$ cat config.mk
export PLATFORM = sky130hd
export DESIGN_NAME = mem_port_arbiter
export DESIGN_NICKNAME = d
export VERILOG_FILES = /design/src/rtl/mem_port_arbiter.sv
export SDC_FILE = /design/constraint.sdc
export NUM_CORES = 1
export LEC_CHECK = 0
export ABC_AREA = 1
export BUFFER_PORTS_ARGS = -buffer_cell sky130_fd_sc_hd__buf_2
export CAP_MARGIN = 20
export CORE_MARGIN = 2
export CORE_UTILIZATION = 49
export DETAILED_ROUTE_END_ITERATION = 6
export PLACE_DENSITY = 0.82
export SLEW_MARGIN = 5
export SYNTH_ARGS = -nofsm -noshare
export SYNTH_HDL_FRONTEND = slang
export SYNTH_SLANG_ARGS = --single-unit
$ cat constraint.sdc
create_clock -name clk -period 1.5 [get_ports clk]
set_input_delay 0.3 -clock clk [delete_from_list [all_inputs] [get_ports clk]]
set_output_delay 0.3 -clock clk [all_outputs]
set_load 0.03 [all_outputs]
$ cat src/rtl/mem_port_arbiter.sv
// Arbitrates a single-port byte memory between instruction fetch and load/store.
// One access in flight at a time; data wins ties unless fetch has been starved STARVE_MAX times.
module mem_port_arbiter #(
    parameter int ADDR_W     = 16,
    parameter int DATA_W     = 8,
    parameter int MEM_LAT    = 2,
    parameter int STARVE_MAX = 3
) (
    input  logic              clk,
    input  logic              rst_n,
    input  logic              if_req,
    input  logic [ADDR_W-1:0] if_addr,
    output logic              if_ack,
    output logic [DATA_W-1:0] if_rdata,
    input  logic              d_req,
    input  logic              d_we,
    input  logic [ADDR_W-1:0] d_addr,
    input  logic [DATA_W-1:0] d_wdata,
    output logic              d_ack,
    output logic [DATA_W-1:0] d_rdata,
    output logic              mem_en,
    output logic              mem_we,
    output logic [ADDR_W-1:0] mem_addr,
    output logic [DATA_W-1:0] mem_wdata,
    input  logic [DATA_W-1:0] mem_rdata,
    output logic              busy
);

    localparam logic [1:0] S_IDLE  = 2'd0;
    localparam logic [1:0] S_ISSUE = 2'd1;
    localparam logic [1:0] S_WAIT  = 2'd2;
    localparam logic [1:0] S_DONE  = 2'd3;

    localparam logic [3:0] LAT_LOAD = 4'(MEM_LAT - 1);
    localparam logic [3:0] STARVE_LIM = 4'(STARVE_MAX);

    logic [1:0] state;
    logic       owner_d;
    logic [3:0] lat_cnt;
    logic [3:0] starve_cnt;
    logic       grant_d;

    // Fetch only overrides a pending data request once it has been passed over STARVE_MAX times.
    assign grant_d = d_req && (!if_req || (starve_cnt != STARVE_LIM));

    always_ff @(posedge clk) begin
        if (!rst_n) begin
            state      <= S_IDLE;
            owner_d    <= 1'b0;
            lat_cnt    <= '0;
            starve_cnt <= '0;
            if_ack     <= 1'b0;
            d_ack      <= 1'b0;
            if_rdata   <= '0;
            d_rdata    <= '0;
            mem_en     <= 1'b0;
            mem_we     <= 1'b0;
            mem_addr   <= '0;
            mem_wdata  <= '0;
            busy       <= 1'b0;
        end else begin
            if_ack <= 1'b0;
            d_ack  <= 1'b0;
            mem_en <= 1'b0;
            case (state)
                S_IDLE: begin
                    if (!if_req)
                        starve_cnt <= '0;
                    if (d_req || if_req) begin
                        owner_d <= grant_d;
                        mem_en  <= 1'b1;
                        busy    <= 1'b1;
                        state   <= S_ISSUE;
                        if (grant_d) begin
                            mem_addr  <= d_addr;
                            mem_we    <= d_we;
                            mem_wdata <= d_wdata;
                            if (if_req && starve_cnt != STARVE_LIM)
                                starve_cnt <= starve_cnt + 4'd1;
                        end else begin
                            mem_addr   <= if_addr;
                            mem_we     <= 1'b0;
                            starve_cnt <= '0;
                        end
                    end
                end
                S_ISSUE: begin
                    lat_cnt <= LAT_LOAD;
                    state   <= S_WAIT;
                end
                S_WAIT: begin
                    if (lat_cnt == 4'd0) begin
                        // Read data is valid this cycle; stores leave d_rdata untouched.
                        if (!owner_d)
                            if_rdata <= mem_rdata;
                        else if (!mem_we)
                            d_rdata <= mem_rdata;
                        if_ack <= !owner_d;
                        d_ack  <= owner_d;
                        state  <= S_DONE;
                    end else begin
                        lat_cnt <= lat_cnt - 4'd1;
                    end
                end
                default: begin
                    busy  <= 1'b0;
                    state <= S_IDLE;
                end
            endcase
        end
    end

endmodule
=== Word-level counts from Yosys, hierarchy flattened ===
Index checks and enable logic that the tools add are counted.

* Output and inout bits: 45
* Register bits after elaboration: 56
* Bits of input ports: 53
* Logic and storage cells: 57

* Eq/ne operators: 6
* Add/sub/neg operators: 2
* Mux-type cells: 14
* Bitwise gates (word level): 3
* Reduce and logical (&&, ||, !) cells: 19

{| class="wikitable"
|+ Operator list
! operator !! count
|-
| $mux 4 || 5
|-
| $mux 16 || 1
|-
| $reduce_and 2->1 || 5
|-
| $reduce_and 3->1 || 3
|-
| $pmux 4 s2 || 1
|-
| $ne 2x2->1 const B || 3
|-
| $pmux 2 s3 || 1
|-
| $add 4x1->4 const B || 1
|-
| $logic_not 4->1 || 1
|-
| $mux 2 || 2
|-
| $ne 4x2->1 const B || 1
|-
| $reduce_and 4->1 || 1
|-
| $sub 4x1->4 const B || 1
|-
| $mux 1 || 3
|-
| $not 1->1 || 3
|-
| $eq 2x1->1 const B || 1
|-
| $eq 2x2->1 const B || 1
|-
| $logic_and 1x1->1 || 2
|-
| $logic_not 1->1 || 2
|-
| $logic_not 2->1 || 1
|-
| $logic_or 1x1->1 || 2
|-
| $pmux 1 s2 || 1
|-
| $reduce_bool 2->1 || 1
|-
| $reduce_or 2->1 || 1
|}

=== Depth between registers and ports, before layout ===
Gate-level depths: netlist of run 1.

* Depth in word-level cells: 5
* Mapped depth: 8
* Depth with buffers taken out: 7

=== Worst setup path after synthesis of run 1 ===
OpenSTA, ideal clock, no wires.

* Kind: register -> register
* From: register lat_cnt[0]
* To: register if_rdata[0]
* Required time: 1.368 ns
* Arrival time: 1.193 ns
* Clock period less this slack: 1.325 ns
* Path buffers: 0
* Cell stages (with the launch flop): 8
* Library setup time: 0.132 ns
* Slack: 0.175 ns
* Cells stage by stage: dfxtp_1 -> inv_1 -> ha_1 -> nand3_1 -> nor2_4 -> nand2_2 -> nand2_1 -> a21oi_1

* Word-level cells in the longest chain between the ends: 2

{| class="wikitable"
|+ RTL lines
! element !! RTL line !! RTL
|-
| from (decl) || 39 || <nowiki>logic [3:0] lat_cnt;</nowiki>
|-
| from (signal assigned) || 102 || <nowiki>lat_cnt <= lat_cnt - 4'd1;</nowiki>
|-
| $logic_not 4->1 || 92 || <nowiki>if (lat_cnt == 4'd0) begin</nowiki>
|-
| $reduce_and 3->1 (no source line) || -- ||
|-
| to (signal assigned) || 95 || <nowiki>if_rdata <= mem_rdata;</nowiki>
|-
| to (decl) || 14 || <nowiki>output logic [DATA_W-1:0] if_rdata,</nowiki>
|}

Every way passes these cells.
A chain may end at the register's enable or synchronous reset.

=== Worst setup path after layout of run 1 ===
* From: register state[0]
* To: register d_rdata[0]

* Word-level cells in the longest chain between the ends: 2

{| class="wikitable"
|+ RTL lines
! element !! RTL line !! RTL
|-
| from (decl) || 37 || <nowiki>logic [1:0] state;</nowiki>
|-
| from (signal assigned) || 48 || <nowiki>state <= S_IDLE;</nowiki>
|-
| from (signal assigned) || 73 || <nowiki>state <= S_ISSUE;</nowiki>
|-
| from (signal assigned) || 89 || <nowiki>state <= S_WAIT;</nowiki>
|-
| $eq 2x2->1 || 65 || <nowiki>case (state)</nowiki>
|-
| $reduce_and 4->1 (no source line) || -- ||
|-
| to (signal assigned) || 97 || <nowiki>d_rdata <= mem_rdata;</nowiki>
|-
| to (decl) || 20 || <nowiki>output logic [DATA_W-1:0] d_rdata,</nowiki>
|}

Every way passes these cells.

==> impl_metrics.env, run 1 <==
export IMPL_design_area_mm2=0.00348
export IMPL_place_congestion=0.768
export IMPL_drc=0
export IMPL_wire_per_inst_um=12.0
export IMPL_ys_flop_type="dfxtp_1"
export IMPL_ctsLongestPathBuffers=2
export IMPL_slew_violations=0
export IMPL_grt_pass1_vias=2528
export IMPL_holdPathEnd="mem_we"
export IMPL_dr_total_vias=2734
export IMPL_powerDensity_mw_per_mm2=1750
export IMPL_whs_path_depth=3
export IMPL_setup_tns_ns=0
export IMPL_regToRegSetupSlack_ns=0.07
export IMPL_cts_root_buf="clkbuf_8"
export IMPL_grt_pass1_wl_um=10900
export IMPL_seq_area_mm2=0.00112
export IMPL_io_pin_count=98
export IMPL_ir_worst_vdd_v=0.000869
export IMPL_hp_start="d_we"
export IMPL_setup_viol=0
export IMPL_die_h_um=78.1
export IMPL_routed_via_density=4.99
export IMPL_worstPathRequired_ns=1.72
export IMPL_yosysWarnings=0
export IMPL_fp_row_count=26
export IMPL_synth_area_leaders="dfxtp_1 (42%), nand2_1 (10%), nor2_1 (8.1%), nand3_1 (6.3%), a21oi_1 (5.6%)"
export IMPL_p_leak_uw=0.00175
export IMPL_core_mm2=0.00520
export IMPL_antenna_found_initial=0
export IMPL_fillCellCount=460
export IMPL_dp_hpwl_um=4810
export IMPL_grt_use_total=0.217
export IMPL_r2r_end="d_rdata[0]"
export IMPL_worstSetupPathType="flip-flop to flip-flop"
export IMPL_synth_top_cell_by_area="dfxtp_1"
export IMPL_max_freq_mhz=699
export IMPL_p_int_uw=3610
export IMPL_grt_start_max_net_pins=34
export IMPL_seq_power_share=0.334
export IMPL_fin_skew_ns=0.00758
export IMPL_relSlewSlack=0.754
export IMPL_syn2layout_area_growth_pct=29.5
export IMPL_critPathCaptureType="flip-flop"
export IMPL_tightest_slew_ns=0.370
export IMPL_arrival_ns=1.65
export IMPL_drtIter0Drc=137
export IMPL_dpl_cell_count=533
export IMPL_fin_util=0.669
export IMPL_finalHoldWorstSlack_ns=0.204
export IMPL_hold_viol_final=0
export IMPL_reg2regPathDepth=8
export IMPL_fin_crit_sh=0.954
export IMPL_yosysSeqAreaShare=0.417
export IMPL_synthesis_nets=431
export IMPL_antenna_left=0
export IMPL_instances_no_fill=548
export IMPL_numClockSinks=56
export IMPL_rr_startpoint="state[0]"
export IMPL_die_area_mm2=0.00610
export IMPL_synthesis_instances=373
export IMPL_p_switching_uw=2480
export IMPL_path_max_fanout=8
export IMPL_pwr_share_comb=0.451
export IMPL_drive_gt1_frac=0.316
export IMPL_hold_path_class="primary input to flip-flop"
export IMPL_n_antenna_cell=0
export IMPL_synth_edff_count=0
export IMPL_switching_share=0.407
export IMPL_drv_cap=0
export IMPL_numPortBuffers=97
export IMPL_multiInputGateArea_mm2=0.00131
export IMPL_netlist_area_mm2=0.00269
export IMPL_dpl_cell_area_mm2=0.00326
export IMPL_p_clk_frac=0.216
export IMPL_period_minus_slack_ns=1.43
export IMPL_start_util=0.517
export IMPL_syn_area_per_cell_um2=7.21
export IMPL_routed_wl_um=6600
export IMPL_start_kind="flip-flop"
export IMPL_yosysUniqueCellTypes=30
export IMPL_insertion_delay_ns=0.31
export IMPL_drt_pass1_iter_count=4
export IMPL_cts_htree_levels=2
export IMPL_fin_nets=535
export IMPL_outcome="finished clean"
export IMPL_synthArstFlopShare=0
export IMPL_ys_seq_elements=56
export IMPL_clk_pin_slew_ns=0.10
export IMPL_tritoncts="yes"
export IMPL_synth_top_cell_area_share=0.417
export IMPL_overflow=0
export IMPL_cts_buffers=5
export IMPL_die_w_um=78.1
==> how the worst max path moves through the flow <==
stage	startpoint	end	slack [ns]	cells past startpoint
2_1_floorplan	lat_cnt[0]	if_rdata[0]	0.17	7
3_3_place_gp	state[0]	d_rdata[0]	0.15	7
3_5_place_dp	state[0]	d_rdata[6]	0.08	7
4_1_cts	state[0]	d_rdata[6]	0.06	7
5_1_grt	state[0]	d_rdata[0]	-0.03	8
6_report	state[0]	d_rdata[0]	0.07	8
==> logic make-up after synthesis <==
| logic type | synth area share |
|---|---|
| xor gates and xnor gates | 0.00651 |
| adders and majority gates | 0.0233 |
| AOI/OAI and AO/OA | 0.130 |
| DFF | 0.417 |
| and+or+nand+nor | 0.323 |
| buffers and inverters | 0.100 |
==> through the flow <==
| stage | worst slack [ns] | power, µW |
|---|---|---|
| 2_1_floorplan | 0.175 | 3950 |
| 3_3_place_gp | 0.147 | 4630 |
| 3_5_place_dp | 0.0783 | 4720 |
| 4_1_cts | 0.0635 | 6030 |
| 5_1_grt | -0.0270 | 6490 |
| 6_report | 0.0690 | 6080 |
==> area by class of cell <==
cell class	count	area share
multi-input cells	258	0.376
flip-flops and latches	56	0.322
repair buffers	117	0.190
inverters	39	0.0420
clock inverters	3	0.0259
well taps	70	0.0251
clock buffers	5	0.0197
==> sequential cells by signal, indices dropped and copies added (netlist names), 2 cells and up <==
signal and flops:
d_rdata 8, if_rdata 8, lat_cnt 4, mem_addr 16, mem_wdata 8, starve_cnt 4, state 2
==> timing repair <==
action                     4_1_cts  5_1_grt
hold buffers                     0        0
resized for setup                0        5
setup buffers                    0        7
setup endpoints to repair        0       17
==> power groups by stage <==
| stage | Sequential (µW) | Combinational, µW | Clock (µW) |
|---|---|---|---|
| 3_5_place_dp | 2050 | 2660 | 0 |
| 2_1_floorplan | 2610 | 1340 | 0 |
| 5_1_grt | 2060 | 3010 | 1410 |
| 3_3_place_gp | 2040 | 2590 | 0 |
| 4_1_cts | 2030 | 2660 | 1330 |
| 6_report | 2030 | 2740 | 1310 |
==> critical path: stages (launching register included) <==
cell	delay, ns
dfxtp_1	0.34
inv_1	0.09
ha_2	0.25
nand4_4	0.17
nor2_8	0.16
clkbuf_4	0.19
nand2_1	0.06
nand2_1	0.05
nor2_1	0.04
==> cells in the mapped netlist, types with 2 or more instances <==
cell,n
nor2_4,3
buf_2,8
xor2_1,2
dfxtp_1,56
nor2_1,58
clkbuf_1,4
o21ai_0,20
a21oi_2,10
nand4_1,12
a21oi_1,30
inv_2,3
inv_1,35
ha_1,5
nand3_1,34
buf_1,3
buf_6,3
nand2_1,74
==> layout by cell type, fill, tap and decap left out, drive strengths merged <==
cell type  synthesis  final
nor3               1      1
xor2               2      2
a21oi             40     40
buf               16    116
a21boi             1      1
dfxtp             56     56
inv               38     38
nand2             75     75
bufinv             0      3
or2                1      1
clkinv             1      1
ha                 5      5
nand4             13     13
nand3             36     36
o21ai             21     21
nor2              63     63
clkbuf             4      6
==> per-layer routing <==
layer	track usage	vias up	part of all wire
met5	0	-	0
met4	0.0561	0	0.010
met3	0.0609	8	0.070
met2	0.387	89	0.50
met1	0.256	1231	0.42
li1	-	1406	-
Power figures use the tool's default switching activity.
==> run 2, diff against run 1 <==
--- a/config.mk
+++ b/config.mk
@@ -11,7 +11,7 @@
 export CORE_MARGIN = 2
 export CORE_UTILIZATION = 49
 export DETAILED_ROUTE_END_ITERATION = 6
-export PLACE_DENSITY = 0.82
+export PLACE_DENSITY = 0.79
 export SLEW_MARGIN = 5
 export SYNTH_ARGS = -nofsm -noshare
 export SYNTH_HDL_FRONTEND = slang
==> run 2 against run 1 <==
Utilization shrank 1.4 points. Highest routed layer unchanged. Sequential power is essentially flat. Critical path type unchanged. Power shrank 5.6%. Routed wire length shrank 1.2%. Clock skew shrank 0.00064 ns. Final area shrank 2.1%. Flip-flop and latch count is the same.
==> impl_metrics.env, run 2 (synthesis gave the netlist of run 1 again) <==
export IMPL_wire_per_inst_um=12.0
export IMPL_path_max_fanout=6
export IMPL_arrival_ns=1.67
export IMPL_setup_viol=0
export IMPL_p_leak_uw=0.00171
export IMPL_io_pin_count=98
export IMPL_tritoncts="yes"
export IMPL_critPathMaxStageDelay_ns=0.35
export IMPL_start_util=0.517
export IMPL_critPathCaptureType="flip-flop"
export IMPL_fin_skew_ns=0.00693
export IMPL_cts_htree_levels=2
export IMPL_die_area_mm2=0.00610
export IMPL_place_ws_ns=0.0367
export IMPL_place_congestion=0.816
export IMPL_final_cell_mix="buf_2 (97), nand2_1 (74), nor2_1 (58), dfxtp_1 (56), inv_1 (35)"
export IMPL_relSlewSlack=0.787
export IMPL_setup_ws_ns=0.0638
export IMPL_numPortBuffers=97
export IMPL_fin_nets=532
export IMPL_grt_pass1_vias=2611
export IMPL_outcome="finished clean"
export IMPL_drc=0
export IMPL_final_common_cell="buf_2"
export IMPL_die_h_um=78.1
export IMPL_clk_pin_slew_ns=0.09
export IMPL_routed_wl_um=6510
export IMPL_rsz0062_at_grt="yes"
export IMPL_largest_register="mem_addr"
export IMPL_setup_tns_ns=0
export IMPL_hold_path_class="primary input to flip-flop"
export IMPL_worstPathCellList="inv_1, ha_1, nand3_2, nor2_4, buf_4, nand3_1, a21oi_1"
export IMPL_drt_pass1_iter_count=6
export IMPL_dr_total_vias=2699
export IMPL_overflow=0
export IMPL_cp_slowest_cell="dfxtp_1"
export IMPL_cts_root_buf="clkbuf_8"
export IMPL_drtIter0Drc=77
export IMPL_grt_pass1_wl_um=11200
export IMPL_drv_cap=0
export IMPL_max_freq_mhz=696
export IMPL_drive_gt1_frac=0.307
export IMPL_dp_hpwl_um=4830
export IMPL_grt_start_max_net_pins=35
export IMPL_antenna_left=0
export IMPL_fp_row_count=26
export IMPL_ir_worst_vdd_v=0.000889
export IMPL_syn2layout_area_growth_pct=26.8
export IMPL_period_minus_slack_ns=1.44
export IMPL_n_antenna_cell=0
export IMPL_ctsLongestPathBuffers=2
export IMPL_worstPathRequired_ns=1.74
export IMPL_numClockSinks=56
export IMPL_antenna_found_initial=0
export IMPL_postCtsHoldBufs=0
export IMPL_largest_reg_flops=16
export IMPL_insertion_delay_ns=0.31
export IMPL_grt_use_total=0.223
export IMPL_routed_via_density=4.95
export IMPL_die_w_um=78.1
export IMPL_slew_violations=0
export IMPL_core_mm2=0.00520
export IMPL_dpl_cell_count=534
export IMPL_tightest_slew_ns=0.319
export IMPL_worstSetupPathType="flip-flop to flip-flop"
export IMPL_instances_no_fill=545
export IMPL_powerDensity_mw_per_mm2=1680
export IMPL_fin_crit_sh=0.957
export IMPL_start_kind="flip-flop"
export IMPL_hold_viol_final=0
export IMPL_cts_buffers=5
run 2: cell type report:
class	instances	area, µm²
multi-input combinational	259	1320
fill	477	1790
tap	70	87.6
sequential	56	1120
clock buffer	6	72.6
clock inverter	2	35.0
timing repair buffer	113	631
inverter	39	146
run 2: critical path: cells and delay by family, from the launching register on:
| family | cells | cell delay, ns |
|---|---|---|
| simple gates | 3 | 0.38 |
| buf+inv | 2 | 0.22 |
| flops | 1 | 0.35 |
| fa+ha+maj | 1 | 0.27 |
| compound gates | 1 | 0.15 |
run 2: power by group:
part,internal (µW),leakage [µW],total (µW),switching [µW]
Clock,496,0.0000552,974,477
Combinational,921,0.00120,2740,1810
Sequential,1840,0.000459,2030,194
Total,3260,0.00171,5740,2490
run 2: what timing repair did:
action | CTS | global route
gates resized for setup | 1 | 3
setup endpoints to repair | 3 | 20
buffers inserted | 0 | 2
pin swaps | 0 | 3
gates cloned | 0 | 1
run 2: per-layer routing:
metal | wire length, µm | GRT usage
met1 | 2830 | 0.261
met2 | 3130 | 0.403
met3 | 493 | 0.0644
met4 | 61 | 0.0491
met5 | 0 | 0
run 2: per-stage QoR:
stage	utilization	hold slack, ns	area [µm²]	total power (µW)
2_1_floorplan	-	0.403	2690	3950
3_3_place_gp	0.628	0.446	3270	4650
3_5_place_dp	0.628	0.451	3270	4720
4_1_cts	0.650	0.203	3380	5700
5_1_grt	0.656	0.206	3410	6140
6_report	0.656	0.199	3410	5740
run 2: path summary, 6_finish.rpt:
kind                                   start            to  slack [ns]  cells past startpoint
worst max-delay path              lat_cnt[0]   if_rdata[5]        0.06                      7
worst min-delay path                    d_we        mem_we        0.20                      3
worst max register to register    lat_cnt[0]   if_rdata[5]        0.06                      7
worst min register to register  mem_wdata[5]  mem_wdata[5]        0.46                      2
==> run 3, diff against run 2 <==
--- a/config.mk
+++ b/config.mk
@@ -5,11 +5,10 @@
 export SDC_FILE = /design/constraint.sdc
 export NUM_CORES = 1
 export LEC_CHECK = 0
-export ABC_AREA = 1
 export BUFFER_PORTS_ARGS = -buffer_cell sky130_fd_sc_hd__buf_2
 export CAP_MARGIN = 20
 export CORE_MARGIN = 2
-export CORE_UTILIZATION = 49
+export CORE_UTILIZATION = 48
 export DETAILED_ROUTE_END_ITERATION = 6
 export PLACE_DENSITY = 0.79
 export SLEW_MARGIN = 5
==> run 3 against run 2 <==
Combinational power is 8.4% lower. Final cell count is 14% lower. Largest power group unchanged. Via count is 2.4% lower. Critical path depth is 1 lower. Routed wire length is 4.9% higher. Largest cell class unchanged. Final area is 2.5% lower.
==> impl_metrics.env, run 3 <==
export IMPL_place_congestion=0.835
export IMPL_ys_seq_elements=56
export IMPL_reg2regPathDepth=6
export IMPL_design_area_mm2=0.00333
export IMPL_synthesis_nets=354
export IMPL_synth_area_leaders="dfxtp_1 (45%), o21ai_0 (11%), a21oi_1 (8.2%), nand3_1 (5.6%), a31oi_1 (4.0%)"
export IMPL_cts_root_buf="clkbuf_8"
export IMPL_postCtsHoldBufs=0
export IMPL_synth_top_family_by_area="compound AO/OA/AOI/OAI gates"
export IMPL_synth_xor_xnor_area_share=0
export IMPL_antenna_left=0
export IMPL_clk_pin_slew_ns=0.10
export IMPL_fin_skew_ns=0.00767
export IMPL_final_common_cell="buf_2"
export IMPL_max_freq_mhz=677
export IMPL_cts_buffers=5
export IMPL_largest_reg_flops=16
export IMPL_p_leak_uw=0.00147
export IMPL_start_kind="flip-flop"
export IMPL_outcome="finished clean"
export IMPL_regToRegSetupSlack_ns=0.02
export IMPL_tritoncts="yes"
export IMPL_synth_simple_gate_area_frac=0.162
export IMPL_whs_path_depth=3
export IMPL_hp_start="d_wdata[3]"
export IMPL_numClockSinks=56
export IMPL_n_antenna_cell=0
export IMPL_worstSetupPathType="flip-flop to flip-flop"
export IMPL_grt_start_max_net_pins=31
export IMPL_instances_no_fill=468
export IMPL_synth_top_cell_by_area="dfxtp_1"
export IMPL_powerDensity_mw_per_mm2=1620
export IMPL_core_mm2=0.00507
export IMPL_final_cell_mix="buf_2 (97), dfxtp_1 (53), o21ai_0 (45), a21oi_1 (41), nand3_1 (28)"
export IMPL_dr_total_vias=2634
export IMPL_arrival_ns=1.72
export IMPL_r2r_end="state[1]"
export IMPL_synth_compound_area_frac=0.295
export IMPL_yosysSeqAreaShare=0.448
export IMPL_syn2layout_area_growth_pct=33.1
export IMPL_drtIter0Drc=158
export IMPL_numPortBuffers=97
export IMPL_rr_startpoint="lat_cnt[0]"
export IMPL_hold_path_class="primary input to flip-flop"
export IMPL_critPathCaptureType="flip-flop"
export IMPL_drive_gt1_frac=0.374
export IMPL_netlist_area_mm2=0.00250
export IMPL_grt_use_total=0.233
export IMPL_slew_violations=0
export IMPL_cts_htree_levels=2
export IMPL_dpl_cell_count=457
export IMPL_dp_hpwl_um=4640
export IMPL_yosysWarnings=0
export IMPL_ctsLongestPathBuffers=2
export IMPL_synthesis_instances=296
export IMPL_start_util=0.493
export IMPL_relSlewSlack=0.657
export IMPL_finalHoldWorstSlack_ns=0.227
export IMPL_die_w_um=76.2
export IMPL_tightest_slew_ns=0.512
export IMPL_die_area_mm2=0.00580
export IMPL_routed_wl_um=6830
export IMPL_wire_per_inst_um=14.6
export IMPL_io_pin_count=98
export IMPL_routed_via_density=5.63
export IMPL_synthArstFlopShare=0
export IMPL_yosysUniqueCellTypes=39
export IMPL_setup_viol=0
export IMPL_hold_viol_final=0
export IMPL_ys_flop_type="dfxtp_1"
export IMPL_drt_pass1_iter_count=5
export IMPL_drv_cap=0
export IMPL_ir_worst_vdd_v=0.000894
export IMPL_fin_crit_sh=0.984
export IMPL_grt_pass1_vias=2503
export IMPL_muxShareOfSynthArea=0.00800
export IMPL_holdPathEnd="mem_wdata[3]"
export IMPL_fp_row_count=26
export IMPL_synth_fa_ha_area_frac=0.0250
export IMPL_dpl_cell_area_mm2=0.00312
export IMPL_rsz0062_at_grt="yes"
export IMPL_worstPathRequired_ns=1.74
export IMPL_largest_register="mem_addr"
export IMPL_antenna_found_initial=0
export IMPL_synth_top_cell_area_share=0.448
export IMPL_path_max_fanout=2
export IMPL_grt_pass1_wl_um=11300
export IMPL_synth_edff_count=0
export IMPL_drc=0
export IMPL_period_minus_slack_ns=1.48
export IMPL_insertion_delay_ns=0.31
export IMPL_die_h_um=76.2
export IMPL_syn_area_per_cell_um2=8.45
export IMPL_fin_nets=455
export IMPL_overflow=0
export IMPL_synthTopCellsByCount="dfxtp_1 (56), o21ai_0 (56), a21oi_1 (41)"
## run 3: cell count changes in the layout (fill, tap and decap cells not counted), moves of 5 or more
cell	previous run	this run
a21oi_1	30	41
nor2_1	58	8
nand2_1	74	8
a31oi_1	0	16
nand3_1	33	28
o21ai_1	2	9
o21a_1	0	5
o21ai_0	19	45
inv_1	35	4
nand4_1	12	0
a21oi_2	10	0
## run 3: cell families (layout without fill, tap and decap cells)
logic type,after synthesis,in the layout
AOI/OAI and AO/OA,130,130
DFF,56,56
muxes,2,2
adders and majority gates,5,5
buffers and inverters,32,134
and+or+nand+nor,71,71
## run 3: worst max-delay path, stage by stage (launching register included)
cell and delay (ns):
dfxtp_2 0.34, inv_2 0.07, ha_4 0.12, or3b_4 0.39
buf_6 0.13, a22oi_4 0.15, mux2i_1 0.20
## run 3: metal layers
| layer | track usage | part of all wire | up-vias |
|---|---|---|---|
| met2 | 0.413 | 0.51 | 115 |
| met5 | 0 | 0 | - |
| met3 | 0.0581 | 0.071 | 13 |
| met1 | 0.272 | 0.41 | 1225 |
| li1 | - | - | 1281 |
| met4 | 0.0909 | 0.016 | 0 |
## run 3: final cells by class
cell class                      instances  area (µm²)
Timing Repair Buffer                  120         694
Clock buffer                            6        82.6
Multi-Input combinational cell        208        1300
Tap cell                               70        87.6
Clock inverter                          2        13.8
Sequential cell                        56        1120
Inverter                                6        22.5
Fill cell                             452        1750
## run 3: stage by stage
step	setup slack (ns)	TNS, ns	util	total power [µW]
after floorplan	0.0691	0	-	3550
after global placement	0.0361	0	0.614	4230
after detailed placement	-0.0550	-0.388	0.614	4280
after CTS	-0.00108	-0.00108	0.643	5240
after global routing	-0.0369	-0.234	0.656	5690
final	0.0239	0	0.656	5380
## run 3: power breakdown
group,internal [µW],leakage [µW],switching [µW]
Combinational,959,0.000958,1550
Sequential,1810,0.000460,180
Clock,379,0.0000516,500
## run 3: repair_timing
action,in CTS,in global routing
setup endpoints to repair,42,50
gates cloned,0,0
setup buffers,3,0
gates resized for setup,11,24
pin swaps,2,2
## run 3: how the worst max path moves through the flow
stage                       start            to  slack (ns)  depth (start not counted)
finish                 lat_cnt[0]      state[1]        0.02                          6
global route           lat_cnt[1]      state[1]       -0.04                          6
CTS                      state[0]  mem_addr[15]      -0.001                          5
detailed placement  starve_cnt[0]  mem_wdata[6]       -0.06                          4
global placement    starve_cnt[0]  mem_wdata[5]        0.04                          4
floorplan              lat_cnt[0]      state[0]        0.07                          6
